`config.mk`:
```
export PLATFORM = sky130hd
export DESIGN_NAME = gf180mcu_osu_sc_12t_ro_meas
export DESIGN_NICKNAME = d
export VERILOG_FILES = /design/src/rtl/gf180mcu_osu_sc_ro_meas_pkg.sv /design/src/rtl/gf180mcu_osu_sc_12T_sync.sv /design/src/rtl/gf180mcu_osu_sc_12t_ro_meas.sv
export SDC_FILE = /design/constraint.sdc
export NUM_CORES = 1
export LEC_CHECK = 0
export ABC_AREA = 1
export BUFFER_PORTS_ARGS = -buffer_cell sky130_fd_sc_hd__buf_2
export CAP_MARGIN = 15
export CORE_MARGIN = 2
export CORE_UTILIZATION = 64
export CTS_BUF_LIST = sky130_fd_sc_hd__clkbuf_2 sky130_fd_sc_hd__clkbuf_4 sky130_fd_sc_hd__clkbuf_8
export CTS_CLUSTER_DIAMETER = 60
export CTS_CLUSTER_SIZE = 12
export DETAILED_ROUTE_END_ITERATION = 16
export HOLD_SLACK_MARGIN = 0.1
export PLACE_DENSITY = 0.85
export SYNTH_ARGS = -nofsm -noshare
export SYNTH_HDL_FRONTEND = slang
export SYNTH_SLANG_ARGS = --single-unit
```
`constraint.sdc`:
```
create_clock -name CLK -period 4.6 [get_ports CLK]
set_input_delay 0.46 -clock CLK [delete_from_list [all_inputs] [get_ports CLK]]
set_output_delay 0.46 -clock CLK [all_outputs]
set_load 0.01 [all_outputs]
```
`src/rtl/gf180mcu_osu_sc_ro_meas_pkg.sv`:
```
// ============================================================================
// Module : gf180mcu_osu_sc_ro_meas_pkg
// Brief  : Shared types and constants for the ring-oscillator frequency meter.
//          Build macro: GF180MCU_OSU_SC_RO_MEAS_SYNC3_EN selects a 3-flop RO synchronizer.
// Rev    : 1.0 - initial release
// ============================================================================
`default_nettype none

package gf180mcu_osu_sc_ro_meas_pkg;

    localparam int CNT_W_DEF = 16;
    localparam int WIN_W_DEF = 16;

`ifdef GF180MCU_OSU_SC_RO_MEAS_SYNC3_EN
    localparam int SYNC_DEPTH = 3;
`else
    localparam int SYNC_DEPTH = 2;
`endif

    typedef enum logic [1:0] {
        ST_IDLE    = 2'd0,
        ST_ARM     = 2'd1,
        ST_MEASURE = 2'd2,
        ST_DONE    = 2'd3
    } state_e;

endpackage

`default_nettype wire

```
`src/rtl/gf180mcu_osu_sc_12T_sync.sv`:
```
// ============================================================================
// Module : gf180mcu_osu_sc_12T_sync
// Brief  : Multi-flop synchronizer bringing the free-running RO into CLK.
// Rev    : 1.0 - initial release
// ============================================================================
`default_nettype none

module gf180mcu_osu_sc_12T_sync
    import gf180mcu_osu_sc_ro_meas_pkg::*;
#(
    parameter int DEPTH = SYNC_DEPTH
) (
    input  logic CLK,
    input  logic RN,
    input  logic D,
    output logic Q
);

    logic [DEPTH-1:0] sync_q;

    always_ff @(posedge CLK or negedge RN) begin
        if (!RN) begin
            sync_q <= '0;
        end else begin
            sync_q <= {sync_q[DEPTH-2:0], D};
        end
    end

    assign Q = sync_q[DEPTH-1];

endmodule

`default_nettype wire

```
`src/rtl/gf180mcu_osu_sc_12t_ro_meas.sv`:
```
// ============================================================================
// Module : gf180mcu_osu_sc_12t_ro_meas
// Brief  : Counts rising RO edges over a programmable window of CLK cycles.
//          Build macro: GF180MCU_OSU_SC_RO_MEAS_SYNC3_EN (3-flop synchronizer).
// Rev    : 1.0 - initial release
// ============================================================================
`default_nettype none

module gf180mcu_osu_sc_12t_ro_meas
    import gf180mcu_osu_sc_ro_meas_pkg::*;
#(
    parameter int CNT_W = CNT_W_DEF,
    parameter int WIN_W = WIN_W_DEF
) (
    input  logic             CLK,
    input  logic             RN,
    input  logic             RO,
    input  logic             START,
    input  logic [WIN_W-1:0] WINDOW,
    output logic [CNT_W-1:0] COUNT,
    output logic             BUSY,
    output logic             DONE,
    output logic             OVF
);

    localparam logic [CNT_W-1:0] CNT_MAX = '1;

    state_e           state_q, state_d;
    logic [WIN_W-1:0] win_q, win_d;
    logic [CNT_W-1:0] count_q, count_d;
    logic             ovf_q, ovf_d;
    logic             ro_sync;
    logic             ro_prev_q;
    logic             ro_rise;

    gf180mcu_osu_sc_12T_sync #(
        .DEPTH (SYNC_DEPTH)
    ) u_sync (
        .CLK (CLK),
        .RN  (RN),
        .D   (RO),
        .Q   (ro_sync)
    );

    assign ro_rise = ro_sync & ~ro_prev_q;

    always_comb begin
        state_d = state_q;
        win_d   = win_q;
        count_d = count_q;
        ovf_d   = ovf_q;
        case (state_q)
            ST_IDLE, ST_DONE: begin
                // Clearing on acceptance means ARM already presents a clean result.
                if (START) begin
                    state_d = ST_ARM;
                    win_d   = WINDOW;
                    count_d = '0;
                    ovf_d   = 1'b0;
                end
            end
            ST_ARM: begin
                state_d = (win_q != '0) ? ST_MEASURE : ST_DONE;
            end
            ST_MEASURE: begin
                win_d = win_q - 1'b1;
                if (ro_rise) begin
                    if (count_q == CNT_MAX) begin
                        ovf_d = 1'b1;
                    end else begin
                        count_d = count_q + 1'b1;
                    end
                end
                if (win_q == WIN_W'(1)) begin
                    state_d = ST_DONE;
                end
            end
            default: state_d = ST_IDLE;
        endcase
    end

    always_ff @(posedge CLK or negedge RN) begin
        if (!RN) begin
            state_q   <= ST_IDLE;
            win_q     <= '0;
            count_q   <= '0;
            ovf_q     <= 1'b0;
            ro_prev_q <= 1'b0;
        end else begin
            state_q   <= state_d;
            win_q     <= win_d;
            count_q   <= count_d;
            ovf_q     <= ovf_d;
            ro_prev_q <= ro_sync;
        end
    end

    assign COUNT = count_q;
    assign OVF   = ovf_q;
    assign BUSY  = (state_q == ST_ARM) || (state_q == ST_MEASURE);
    assign DONE  = (state_q == ST_DONE);

endmodule

`default_nettype wire

```
---- After elaboration in Yosys (flattened, before gate mapping) ----
Cells that the tools add are included.
operators by class
  multiplexer cells ....................... 14
  reduce and logical (&&, ||, !) cells .... 9
  add/sub/neg operators ................... 2
  equality and inequality tests ........... 10
  bitwise operators ....................... 2
operators by type and width
  operator                 number
  $mux W16                 4
  $pmux W16 S2             2
  $add A16 B1 Y16 const B  1
  $eq A16 B1 Y1 const B    1
  $eq A16 B16 Y1 const B   1
  $reduce_bool A16 Y1      1
  $sub A16 B1 Y16 const B  1
  $ne A2 B2 Y1 const B     5
  $reduce_and A4 Y1        2
  $pmux W2 S3              1
  $eq A2 B2 Y1 const B     2
  $mux W1                  4
  $mux W2                  2
  $reduce_and A2 Y1        2
  $eq A2 B1 Y1 const B     1
  $logic_not A2 Y1         1
  $pmux W1 S2              1
  $reduce_bool A2 Y1       1
  $reduce_or A2 Y1         1
  $and A1 B1 Y1            1
  $logic_or A1 B1 Y1       1
  $not A1 Y1               1
word-level totals
  logic and storage cells ................. 43
  output and inout port bits .............. 19
  input port bits ......................... 20
  register bits after elaboration ......... 38

---- Longest topological paths before layout ----
Gate-level depths: netlist of the first run.
  word-level depth ........................ 4
  gate-level depth with buffers ........... 11
  gate-level depth less buffers ........... 10

---- Cells and area by module ----
From an unflattened synthesis of the first run, not the netlist that was laid out.
second synthesis, totals
  cells, all modules ...................... 373
  area total of the unflattened synthesis .. 2570.0 um2
by module, submodules not included
  module                       times used  seq. area each (um2)  area an instance (um2)  cells an instance
  gf180mcu_osu_sc_12t_ro_meas  1           900.9                 2519.9                  371
  gf180mcu_osu_sc_12T_sync     1           50.0                  50.0                    2

---- Worst setup path before layout of the first run ----
Ideal clock, no wire load.
  path kind ............................... reg2reg
  from .................................... reg state_q[0]
  to ...................................... reg count_q[10] (netlist: COUNT[10])
  required time ........................... 4.481 ns
  arrival time ............................ 1.643 ns
  path buffers ............................ 2
  path slack .............................. 2.838 ns
  cell stages (with the launch flop) ...... 11
  cells stage by stage .................... dfrtp_1 inv_1 ha_1 o21ai_4 inv_2 nor2_4 nand2_1 buf_6 buf_12 nand2_2 o21ai_2
between the ends
  cells in the longest elaborated chain, start to end .. 4
  elaborated cells on any way between the ends .. 10
RTL lines
  what                                                                 line                               source
  start: declaration                                                   gf180mcu_osu_sc_12t_ro_meas.sv:28  state_e state_q, state_d;
  start signal: assignment                                             gf180mcu_osu_sc_12t_ro_meas.sv:90  state_q <= state_d;
  $eq A2 B2 Y1 / $logic_not A2 Y1 (equally long branches)              gf180mcu_osu_sc_12t_ro_meas.sv:52  case (state_q)
  $reduce_or A2 Y1                                                     gf180mcu_osu_sc_12t_ro_meas.sv:52
  $ne A2 B2 Y1 (no line) / $reduce_bool A2 Y1 (equally long branches)  --
  $reduce_and A4 Y1 (no line)                                          --
  end signal: assignment                                               gf180mcu_osu_sc_12t_ro_meas.sv:92  count_q <= count_d;
  end: declaration                                                     gf180mcu_osu_sc_12t_ro_meas.sv:30  logic [CNT_W-1:0] count_q, count_d;
Several ways; a longest one is shown, not always the timed one.
A chain may end at the register's enable or synchronous reset.

---- Final worst setup path of the first run ----
  from .................................... reg state_q[0]
  to ...................................... reg count_q[3] (netlist: COUNT[3])
Same word-level chain as after synthesis.

==> impl_metrics.yaml, run 1 <==
clock_tree:
  cts_tree: "done"
  cts.clk_slew.worst_paths_ps: 80
  post_cts_resized: 0
  cts-buffers-inserted: 5
  clockRootBuffer: "clkbuf_8"
  clockBufferDepth: 2
  htreeDepth: 2
  clock-sinks: 38
  post_cts_buffers: 0
  hold_buffers: 0
  worstSkewPairLatency_ps: 290
floorplan:
  io_pins: 39
  die_w_microns: 67.1
  fp-row-count: 22
  dieArea_sq_mm: 0.00450
  die_height_microns: 67.1
  core_sq_mm: 0.00374
  initial_core_util_pct: 68.0
finish:
  diodes: 0
  fin_nets: 430
  area_growth_pct: 13.0
  drive_gt1_share_pct: 20.0
  layoutNonFillerInstCount: 453
  final_common_cell: "nand2_1"
  final_cell_mix: "nand2_1, nor2_1, dfrtp_1, buf_2, inv_1"
timing:
  relSlewSlack_pct: 44.1
  fin_crit_sh_pct: 63.2
  maxSlewViolCount: 0
  grt_setup_unrepaired: "no"
  fin_worst_skew_ps: 6.74
  clock.fmax_ghz: 0.344
  setup_total_negative_slack_ps: 0
  hold_ws_ps: 259
  setup_viol: 0
  fin_crit_ps: 2910
  worst_slew_pin_slew_ps: 839
  hold_viol: 0
  setup_slack_ps: 1690
power_and_ir_drop:
  power.leakage_nw: 1.40
  sw_frac_of_total_pct: 46.8
  internal_power_w: 0.000862
  total_power_w: 0.00162
  p_comb_share_pct: 50.6
  seqPwrFrac_pct: 32.1
  power_density_mw_per_mm2: 563
  p_clk_share_pct: 17.4
  peakVddDrop_uv: 509
  power.switching_w: 0.000758
synth:
  synthesis.area_sq_mm: 0.00255
  synth.area.top_cells: "dfrtp_1, nand2_1, nor2_1"
  synth-warning-count: 0
  synth_cell_types: 29
  synth_nets: 393
  synth_top_cell_area_share_pct: 37.3
  ys_seq_area_share_pct: 37.3
  synth_seq_cells: 38
  yosysTopAreaCell: "dfrtp_1"
  synthCells: 367
  avgSynthCellArea_sq_um: 6.94
setup_path:
  end_kind: "flip-flop"
  crit_fanout: 40
  crit_end: "COUNT[3]"
  required_ps: 4780
  cp-startpoint: "state_q[0]"
  critical_path_class: "reg -> reg"
  rr_worst_depth: 11
  r2r-end: "COUNT[3]"
  arrival_ps: 3090
  rr_startpoint: "state_q[0]"
  reg2reg_slack_ps: 1690
  critPathLaunchType: "flip-flop"
placement:
  portBuffers: 38
  pre_cts_ws_ps: 1290
  dp_hpwl_microns: 4000
  placed_cells: 444
  gp_congestion: 0.884
detailed_routing:
  firstDrtPassIters: 5
  postRouteWirelength_microns: 5830
  wire_per_inst_microns: 12.9
  antenna_left: 0
  drt_iter0_markers: 221
  viasPerCell: 5.45
  route.detailed.drc: 0
  num_vias: 2468
hold_path:
  hold_path_class: "in -> async"
global_routing:
  grt_overflow: 0
  grt_pass1_wl_microns: 9820
  grt_max_degree: 41
  grt_use_total_pct: 28.9
  grt_pass1_vias: 2403
  antenna_found_initial: 0
run_status:
  outcome: "completed"
job:
  cap_violations: 0
metal layers:
layer | vias to the layer above | part of all wire (%) | global-route usage, %
li1 | 1244 | - | -
met1 | 1122 | 40 | 31.4
met2 | 85 | 52 | 52.4
met3 | 17 | 5.6 | 5.74
met4 | 0 | 2.6 | 14.5
met5 | - | 0 | 0
cells by family (layout without fill, tap and decap cells):
| logic type | after synthesis | after routing | synth area share [%] |
|---|---|---|---|
| buffers and inverters | 46 | 84 | 7.81 |
| flip-flops | 38 | 38 | 37.3 |
| XOR/XNOR | 6 | 6 | 2.06 |
| AO/OA/AOI/OAI | 47 | 47 | 11.9 |
| adder cells (fa/ha/maj) | 6 | 6 | 2.95 |
| AND/OR/NAND/NOR | 224 | 224 | 37.9 |
through the flow:
step | util [%] | instance area, sq um
2_1_floorplan | - | 2550
3_3_place_gp | 73.2 | 2740
3_5_place_dp | 73.2 | 2740
4_1_cts | 76.1 | 2850
5_1_grt | 76.8 | 2880
6_report | 76.8 | 2880
layout make-up:
cell class | instances | area, sq um
multi-input combinational | 283 | 1400
sequential | 38 | 951
fill | 318 | 867
timing repair buffer | 40 | 225
inverter | 36 | 135
clock buffer | 5 | 68.8
tap | 48 | 60.1
clock inverter | 3 | 40.0
how the worst min path moves through the flow:
stage,from,to,slack [ps],cells after the start
finish,RN,COUNT[6],260,1
detailed placement,u_sync.sync_q[0],u_sync.sync_q[1],340,0
global placement,u_sync.sync_q[0],u_sync.sync_q[1],330,0
CTS,RO,u_sync.sync_q[0],270,1
floorplan,RN,COUNT[0],160,0
global route,RO,u_sync.sync_q[0],260,1
synth_stat cells (all sizes together):
| cell | count |
|---|---|
| or2 | 4 |
| clkbuf | 5 |
| a21oi | 6 |
| a21boi | 2 |
| ha | 6 |
| nor3b | 1 |
| o21bai | 3 |
| inv | 36 |
| nand3 | 31 |
| buf | 5 |
| nor2 | 60 |
| o21ai | 32 |
| dfrtp | 38 |
| nand2 | 118 |
| o22ai | 3 |
| nor3 | 2 |
| xor2 | 6 |
| o211ai | 1 |
| nand4 | 8 |
state kept, by name, summed over array words and instances, names as in the netlist:
signal,cells
COUNT,16
OVF,1
ro_prev_q,1
state_q,2
u_sync.sync_q,2
win_q,16
worst max-delay path, cell delays in order, from the launching register on:
cell,delay (ps)
dfrtp_1,410
inv_1,70
ha_1,140
buf_4,360
inv_2,240
o21ai_4,410
inv_2,230
nor2_4,160
nand2_1,310
buf_16,280
nand2_1,70
o21ai_0,80
power by group through the flow:
stage	combinational (W)	sequential [W]	clock, W
finish	0.000820	0.000519	0.000282
global route	0.000938	0.000531	0.000300
CTS	0.000779	0.000516	0.000285
detailed placement	0.000772	0.000519	0
global placement	0.000751	0.000516	0
floorplan	0.000672	0.000501	0
Note: power is estimated with default switching activity, not from simulation.
==> inputs of run 2 (changes only) <==
- CORE_UTILIZATION: 64 -> 59
- PLACE_DENSITY: 0.85 -> 0.79
- clock period: 4.6 -> 3 ns (I/O delays scaled with it)
==> impl_metrics.yaml, run 2 (same netlist as run 1, synthesis figures left out) <==
global_routing:
  grt_max_degree: 40
  antenna_found_initial: 0
  grt_pass1_vias: 2310
  grt_use_total_pct: 25.0
  grt_overflow: 0
  grt_pass1_wl_microns: 9850
timing:
  fin_crit_sh_pct: 73.2
  setup_total_negative_slack_ps: 0
  setup_viol: 0
  grt_setup_unrepaired: "no"
  worst_slew_pin_slew_ps: 880
  clock.fmax_ghz: 0.455
  maxSlewViolCount: 0
  fin_worst_skew_ps: 9.94
  fin_crit_ps: 2200
  hold_viol: 0
  relSlewSlack_pct: 41.3
floorplan:
  die_height_microns: 69.7
  initial_core_util_pct: 62.3
  die_w_microns: 69.7
  core_sq_mm: 0.00409
  io_pins: 39
  dieArea_sq_mm: 0.00486
  fp-row-count: 23
detailed_routing:
  wire_per_inst_microns: 12.3
  viasPerCell: 5.31
  postRouteWirelength_microns: 5600
  drt_iter0_markers: 235
  antenna_left: 0
  num_vias: 2413
  route.detailed.drc: 0
  firstDrtPassIters: 4
power_and_ir_drop:
  seqPwrFrac_pct: 33.7
  power.leakage_nw: 1.38
  p_clk_share_pct: 14.4
  sw_frac_of_total_pct: 48.9
  internal_power_w: 0.00119
  total_power_w: 0.00233
  power_density_mw_per_mm2: 825
  p_comb_share_pct: 51.9
  peakVddDrop_uv: 1000
  power.switching_w: 0.00114
clock_tree:
  post_cts_resized: 0
  cts-buffers-inserted: 5
  clockRootBuffer: "clkbuf_8"
  clockBufferDepth: 2
  worstSkewPairLatency_ps: 290
  cts_tree: "done"
  clock-sinks: 38
  htreeDepth: 2
  hold_buffers: 0
  cts.clk_slew.worst_paths_ps: 80
  post_cts_buffers: 0
placement:
  dp_hpwl_microns: 3900
  portBuffers: 38
  gp_congestion: 0.862
setup_path:
  rr_worst_depth: 9
  required_ps: 3170
  critical_path_class: "reg -> reg"
  rr_startpoint: "state_q[0]"
  r2r-end: "COUNT[6]"
  critPathLaunchType: "flip-flop"
  reg2reg_slack_ps: 800
  arrival_ps: 2370
  end_kind: "flip-flop"
  crit_fanout: 29
hold_path:
  hold_path_class: "in -> async"
finish:
  area_growth_pct: 11.1
  diodes: 0
  drive_gt1_share_pct: 19.8
  fin_nets: 430
  final_cell_mix: "nand2_1, nor2_1, dfrtp_1, buf_2, inv_1"
  nFillCells: 383
  final_common_cell: "nand2_1"
job:
  cap_violations: 0
run_status:
  outcome: "completed"
## run 2: cell count changes in the layout (fill, tap and decap cells not counted)
cell	previous run	this run
bufinv_16	1	0
buf_4	1	2
buf_16	1	0
## run 2: through the flow
| step | instances | hold slack (ps) | instance area (sq um) | setup WS (ps) | utilization (%) |
|---|---|---|---|---|---|
| global placement | 447 | 333 | 2750 | 851 | 67.3 |
| global route | 454 | 107 | 2830 | 587 | 69.2 |
| detailed placement | 447 | 344 | 2750 | 816 | 67.3 |
| floorplan | 367 | 4.41 | 2550 | 1240 | - |
| finish | 454 | 120 | 2830 | 804 | 69.2 |
| CTS | 454 | 110 | 2830 | 810 | 69.2 |
## run 2: power by group through the flow
stage	combinational, W	sequential (W)	clock (W)
after floorplan	0.00103	0.000768	0
after global placement	0.00118	0.000791	0
after detailed placement	0.00121	0.000793	0
after CTS	0.00121	0.000784	0.000349
after global routing	0.00140	0.000808	0.000368
final	0.00121	0.000786	0.000336
## run 2: worst max-delay path: stages, from the launching register on
cell     delay (ps)
dfrtp_1         400
inv_1            60
ha_1            360
o21ai_4         410
inv_2           230
nor2_4          150
nand2_1          60
buf_4           230
nand2_1          90
o21ai_0          70
## run 2: final cells by class
| cell class | count | area, sq um | area share (%) |
|---|---|---|---|
| tap | 50 | 62.6 | 2.21 |
| timing repair buffer | 40 | 205 | 7.25 |
| sequential | 38 | 951 | 33.6 |
| multi-input combinational | 283 | 1400 | 49.4 |
| inverter | 36 | 135 | 4.78 |
| clock buffer | 5 | 68.8 | 2.43 |
| clock inverter | 2 | 10.0 | 0.354 |
## run 2: layer usage
metal	vias to the layer above	GRT usage, %	share of wire [%]
li1	1242	-	-
met4	0	9.83	2.1
met2	59	44.0	49
met1	1102	30.0	44
met3	10	4.94	4.6
met5	-	0	0
## run 2: how the worst max path moves through the flow
stage               startpoint        end  slack, ps  cells after the start
floorplan           state_q[0]  COUNT[10]       1240                     10
global placement    state_q[0]   COUNT[3]        850                      9
detailed placement  state_q[0]   COUNT[5]        820                      9
CTS                 state_q[0]   COUNT[5]        810                      9
global route        state_q[0]   COUNT[6]        590                      9
finish              state_q[0]   COUNT[6]        800                      9
